$ cat src/rtl/alu_cmd_issuer_if.sv
// Command, ALU-drive and response bundle for alu_cmd_issuer.
// master = command source / ALU / response sink, slave = issuer.
interface alu_cmd_issuer_if;
    logic       cmd_valid;
    logic       cmd_ready;
    logic       cmd_load;
    logic [2:0] cmd_op;
    logic [3:0] cmd_operand;
    logic [3:0] alu_a;
    logic [3:0] alu_b;
    logic [2:0] alu_sel;
    logic [3:0] alu_result;
    logic       alu_carry;
    logic       rsp_valid;
    logic       rsp_ready;
    logic [3:0] rsp_result;
    logic       rsp_carry;
    logic       rsp_zero;
    logic [3:0] acc;
    logic [7:0] op_count;

    modport master (
        output cmd_valid, cmd_load, cmd_op, cmd_operand,
        input  cmd_ready,
        input  alu_a, alu_b, alu_sel,
        output alu_result, alu_carry,
        input  rsp_valid, rsp_result, rsp_carry, rsp_zero,
        output rsp_ready,
        input  acc, op_count
    );

    modport slave (
        input  cmd_valid, cmd_load, cmd_op, cmd_operand,
        output cmd_ready,
        output alu_a, alu_b, alu_sel,
        input  alu_result, alu_carry,
        output rsp_valid, rsp_result, rsp_carry, rsp_zero,
        input  rsp_ready,
        output acc, op_count
    );
endinterface

$ cat src/rtl/alu_cmd_issuer.sv
// Accumulator-based command issuer driving an external 4-bit ALU.
// One command in flight: IDLE -> (ISSUE) -> RESP -> IDLE.
module alu_cmd_issuer (
    input logic              clk,
    input logic              rst,
    alu_cmd_issuer_if.slave  bus
);

    typedef enum logic [1:0] {
        IDLE  = 2'd0,
        ISSUE = 2'd1,
        RESP  = 2'd2
    } state_t;

    state_t     state;
    logic [3:0] acc_q;
    logic       carry_q;
    logic [3:0] alu_a_q;
    logic [3:0] alu_b_q;
    logic [2:0] alu_sel_q;
    logic [7:0] op_count_q;
    logic       rsp_valid_q;
    logic       cmd_ready_q;

    // Sequencer: accept, issue to the ALU, hold the response until taken.
    always_ff @(posedge clk or posedge rst) begin
        if (rst) begin
            state       <= IDLE;
            acc_q       <= 4'h0;
            carry_q     <= 1'b0;
            alu_a_q     <= 4'h0;
            alu_b_q     <= 4'h0;
            alu_sel_q   <= 3'b000;
            op_count_q  <= 8'h00;
            rsp_valid_q <= 1'b0;
            cmd_ready_q <= 1'b1;
        end else begin
            unique case (state)
                IDLE: begin
                    if (bus.cmd_valid) begin
                        cmd_ready_q <= 1'b0;
                        if (bus.cmd_load) begin
                            acc_q       <= bus.cmd_operand;
                            carry_q     <= 1'b0;
                            rsp_valid_q <= 1'b1;
                            state       <= RESP;
                        end else begin
                            alu_a_q   <= acc_q;
                            alu_b_q   <= bus.cmd_operand;
                            alu_sel_q <= bus.cmd_op;
                            state     <= ISSUE;
                        end
                    end
                end
                ISSUE: begin
                    acc_q <= bus.alu_result;
                    // Only add/sub produce a meaningful carry.
                    if (alu_sel_q == 3'b000 || alu_sel_q == 3'b001)
                        carry_q <= bus.alu_carry;
                    rsp_valid_q <= 1'b1;
                    state       <= RESP;
                end
                RESP: begin
                    if (bus.rsp_ready) begin
                        rsp_valid_q <= 1'b0;
                        cmd_ready_q <= 1'b1;
                        op_count_q  <= op_count_q + 8'd1;
                        state       <= IDLE;
                    end
                end
                default: begin
                    state       <= IDLE;
                    rsp_valid_q <= 1'b0;
                    cmd_ready_q <= 1'b1;
                end
            endcase
        end
    end

    assign bus.cmd_ready  = cmd_ready_q;
    assign bus.alu_a      = alu_a_q;
    assign bus.alu_b      = alu_b_q;
    assign bus.alu_sel    = alu_sel_q;
    assign bus.rsp_valid  = rsp_valid_q;
    assign bus.rsp_result = acc_q;
    assign bus.rsp_carry  = carry_q;
    assign bus.rsp_zero   = (acc_q == 4'h0);
    assign bus.acc        = acc_q;
    assign bus.op_count   = op_count_q;

endmodule

$ cat src/flat_wrapper.sv
// flat-port wrapper written by rule: the top's interface ports become plain ports
module alu_cmd_issuer_flat 
  (clk, rst, bus_cmd_valid, bus_cmd_load, bus_cmd_op, bus_cmd_operand, bus_cmd_ready, bus_alu_a, bus_alu_b, bus_alu_sel, bus_alu_result, bus_alu_carry, bus_rsp_valid, bus_rsp_result, bus_rsp_carry, bus_rsp_zero, bus_rsp_ready, bus_acc, bus_op_count);
  alu_cmd_issuer_if bus_i ();
  input logic clk;
  input logic rst;
  input wire logic [$bits(bus_i.cmd_valid)-1:0] bus_cmd_valid;
  input wire logic [$bits(bus_i.cmd_load)-1:0] bus_cmd_load;
  input wire logic [$bits(bus_i.cmd_op)-1:0] bus_cmd_op;
  input wire logic [$bits(bus_i.cmd_operand)-1:0] bus_cmd_operand;
  output wire logic [$bits(bus_i.cmd_ready)-1:0] bus_cmd_ready;
  output wire logic [$bits(bus_i.alu_a)-1:0] bus_alu_a;
  output wire logic [$bits(bus_i.alu_b)-1:0] bus_alu_b;
  output wire logic [$bits(bus_i.alu_sel)-1:0] bus_alu_sel;
  input wire logic [$bits(bus_i.alu_result)-1:0] bus_alu_result;
  input wire logic [$bits(bus_i.alu_carry)-1:0] bus_alu_carry;
  output wire logic [$bits(bus_i.rsp_valid)-1:0] bus_rsp_valid;
  output wire logic [$bits(bus_i.rsp_result)-1:0] bus_rsp_result;
  output wire logic [$bits(bus_i.rsp_carry)-1:0] bus_rsp_carry;
  output wire logic [$bits(bus_i.rsp_zero)-1:0] bus_rsp_zero;
  input wire logic [$bits(bus_i.rsp_ready)-1:0] bus_rsp_ready;
  output wire logic [$bits(bus_i.acc)-1:0] bus_acc;
  output wire logic [$bits(bus_i.op_count)-1:0] bus_op_count;
  assign bus_i.cmd_valid = bus_cmd_valid;
  assign bus_i.cmd_load = bus_cmd_load;
  assign bus_i.cmd_op = bus_cmd_op;
  assign bus_i.cmd_operand = bus_cmd_operand;
  assign bus_cmd_ready = bus_i.cmd_ready;
  assign bus_alu_a = bus_i.alu_a;
  assign bus_alu_b = bus_i.alu_b;
  assign bus_alu_sel = bus_i.alu_sel;
  assign bus_i.alu_result = bus_alu_result;
  assign bus_i.alu_carry = bus_alu_carry;
  assign bus_rsp_valid = bus_i.rsp_valid;
  assign bus_rsp_result = bus_i.rsp_result;
  assign bus_rsp_carry = bus_i.rsp_carry;
  assign bus_rsp_zero = bus_i.rsp_zero;
  assign bus_i.rsp_ready = bus_rsp_ready;
  assign bus_acc = bus_i.acc;
  assign bus_op_count = bus_i.op_count;
  alu_cmd_issuer u_core (.clk(clk), .rst(rst), .bus(bus_i));
endmodule
$ cat config.mk
export PLATFORM = sky130hd
export DESIGN_NAME = alu_cmd_issuer_flat
export DESIGN_NICKNAME = d
export VERILOG_FILES = /design/src/rtl/alu_cmd_issuer_if.sv /design/src/rtl/alu_cmd_issuer.sv /design/src/flat_wrapper.sv
export SDC_FILE = /design/constraint.sdc
export NUM_CORES = 1
export LEC_CHECK = 0
export ABC_AREA = 1
export BUFFER_PORTS_ARGS = -buffer_cell sky130_fd_sc_hd__clkbuf_2
export CORE_ASPECT_RATIO = 2
export CORE_UTILIZATION = 48
export CTS_CLUSTER_SIZE = 16
export DETAILED_ROUTE_END_ITERATION = 8
export PLACE_DENSITY = 0.83
export SYNTH_ARGS = -nofsm -noshare
export SYNTH_HDL_FRONTEND = slang
export SYNTH_SLANG_ARGS = --single-unit
$ cat constraint.sdc
create_clock -name clk -period 1.4 [get_ports clk]
set_input_delay 0 -clock clk [delete_from_list [all_inputs] [get_ports clk]]
set_output_delay 0 -clock clk [all_outputs]
set_load 0.005 [all_outputs]
==> impl_results.md <==
- Worst-case clock buffer depth: 2
- Via count: ~1200
- Worst r2r dst: u_core.bus.rsp_carry
- H-tree depth: 1
- Cell with the most instances after synthesis: nand2_1
- MaxCap Viol Count: 0
- P&R area growth vs syn: 27.8%
- Top cells by count, synth: nand2_1 (60), dfrtp_1 (27), inv_1 (17)
- Max Clk Rate: between 0.7 and 0.8 GHz
- Leading area contributor after synthesis: dfrtp_1
- Routed WL: around 2800 µm
- Largest cells by area after synthesis: dfrtp_1 (52%), nand2_1 (17%), inv_1 (4.9%)
- Total congestion overflow: 0
- Final Hold Fails: 0
- Ys flop type: dfrtp_1
- Ports: 48
- Status: completed
- Root Buffer: clkbuf_8
- Post-route cell area: approximately 1700 µm²
- Synth Area per Inst: a little over 8 µm²
- # port buffers: 47
- Post-CTS resize count: 0
- Final worst path period need: 1270 ps
- Post-DP Area: around 1500 µm²
- Vias in the first global route: around 1200
- Pin count of the biggest net entering global routing: 29
- Detail Placement HPWL: ~2000 µm
- DR vias/cell: ~4.8
- Die ar.: roughly 3000 µm²
- Worst r2r src: u_core.state[1]
- GRT Resource Usage Total: 22.1%
- Worst path required time: between 1500 and 2000 ps
- EDFF count, synth: 0
- CTS tree: yes
- First-pass GRT wire length: roughly 4600 µm
- Syn Std Cell Area: between 1000 and 1500 µm²
- Crit path from: u_core.state[1]
- Worst hold endpoint: u_core.bus.cmd_ready
- Top-area cell type share of the netlist area: between 50% and 60%
- Cell-by-cell listing of the critical path: inv_2, o21ai_0, nor2_2, nand2_1, nand2_1, nand2_1
- FP Rows: 26
- Worst path slowest cell: dfrtp_1
- Post CTS Setup Buffer Count: 0
- # nets final: approximately 240
- Worst Hold Class: in2reg
- Pre-antenna DRT Iters: 3
- Starting Density: 50.8%
- Setup violators final: 0
- DRC: 0
- Post-Syn Nets: between 150 and 200
- Die height: 75.7 µm
- Fraction of layout cells with a size suffix above 1: 28.2%
- Final Max Tran Viols: 0
- Yosys cell types: 18
- Setup slack, reg-to-reg: 130 ps
- Worst setup EP type: register
- Worst-Skew Late Latency: 270 ps
- Final Skew: approximately 2.3 ps
- Critical path arrival: approximately 1400 ps
- ANT nets after route: 0
- Overall power: between 2000 and 3000 µW
- Hold Crit Start: bus_cmd_valid
- Syn. warnings: 0
- Top delay family on crit path: simple AND/OR/NAND/NOR gates
- Die X: ~40 µm
- Worst-path clk slew: 90 ps
- Static Leak: roughly 0.00094 µW
- Tcrit/Tclk final: slightly above 90%
- Core area: between 2000 and 3000 µm²
- Largest stage delay, worst path: 430 ps
- Initial antenna violation count: 0
- Iter 0 DRT Violations: 34
- WP buf/inv: 1
- Sum of negative setup slack: 0 ps
- Least-Margin Pin Slew: ~380 ps
- Slew headroom: 74.5%
- Hold depth: 4
- Worst r2r path cells: 6
- Ys async rst share: 100%
- Routed length per instance: between 10 and 15 µm
- N_diodes: 0
- Flops & latches, synth: 28
- Fillers: 225
- CTS Buf Count: 3
- Post-synthesis sequential area ratio: between 50% and 60%
- Global placer's final weighted congestion: slightly above 0.8
- WP depth: 6
- Clock sinks: 28
- Mapped Cells: 162
- Maximum VDD drop: 1.28 mV
- PwrDens: about 1800 nW/µm²
- RSZ-0062 raised after global routing: false
- Critical path type: reg2reg
- CP most frequent cell: nand2_1
- Crit start category: register
- Critical path fanouts, max: 11
layout by cell type, fill, tap and decap left out, drive strengths merged:
| cell | count |
|---|---|
| nand3 | 4 |
| inv | 22 |
| buf | 3 |
| ha | 1 |
| nor4 | 1 |
| dfstp | 1 |
| clkbuf | 51 |
| nand2 | 60 |
| o21ai | 20 |
| nand3b | 3 |
| dfrtp | 27 |
| xor2 | 2 |
| nor2 | 12 |
| xnor2 | 1 |
| dlygate4sd3 | 8 |
report_power, final:
part | internal [µW] | leakage, µW | switching, µW
clock | 204 | 0.0000228 | 235
sequential | 1150 | 0.000354 | 266
combinational | 514 | 0.000559 | 595
total | 1870 | 0.000936 | 1100
worst register-to-register path, stage by stage, from the launching register on:
cell     delay, ps
dfrtp_1        430
inv_2           80
o21ai_0         90
nor2_2         340
nand2_1        100
nand2_1         80
nand2_1         50
routing by layer:
layer | global-route usage, % | vias up | wire [µm]
met5 | 0 | - | 0
met4 | 9.20 | 0 | 51
met3 | 2.33 | 5 | 94
met2 | 44.6 | 31 | 1590
met1 | 20.2 | 542 | 1020
li1 | - | 599 | -
state kept, by name (all words and copies together) (netlist names):
signal	flops
u_core.bus.op_count	8
u_core.bus.acc	4
u_core.bus.alu_a	4
u_core.bus.alu_b	4
u_core.bus.alu_sel	3
u_core.state	2
u_core.bus.cmd_ready	1
u_core.bus.rsp_carry	1
u_core.bus.rsp_valid	1
final cells by class:
class / count / area, µm² / share of cell area (%)
inverters: 22 / 82.6 / 4.95
well taps: 28 / 35.0 / 2.10
multi-input cells: 104 / 465 / 27.9
clock buffers: 4 / 45.0 / 2.70
repair buffers: 58 / 338 / 20.3
flip-flops and latches: 28 / 702 / 42.1
repair_timing:
item | CTS | global route
endpoints found under the setup margin | 0 | 0
endpoints found under the hold margin | 34 | 0
hold buffers | 8 | 0
worst max path at each step:
stage / endpoint / slack [ps]
after floorplan: u_core.bus.op_count[5] / 340
after global placement: u_core.bus.rsp_carry / 200
after detailed placement: u_core.bus.rsp_carry / 130
after CTS: u_core.bus.rsp_carry / 120
after global routing: u_core.bus.rsp_carry / 0.7
final: u_core.bus.rsp_carry / 130
cells by family (layout without fill, tap and decap cells):
| family | Yosys count | count (layout) | synth area share, % |
|---|---|---|---|
| xor+xnor | 3 | 3 | 2.01 |
| compound gates | 20 | 20 | 7.67 |
| fa+ha+maj | 1 | 1 | 0.959 |
| simple gates | 80 | 80 | 25.0 |
| buf+inv | 30 | 84 | 10.5 |
| flops | 28 | 28 | 53.8 |
stage by stage:
step                      worst slack (ps)  util, %  cells  hold WS (ps)
after floorplan                        339        -    162          64.7
after global placement                 200     60.0    232          62.0
after detailed placement               132     60.0    232          67.5
after CTS                              124     64.9    244          4.23
after global routing                 0.725     64.9    244          52.9
final                                  132     64.9    244          15.7
Power figures use the tool's default switching activity.
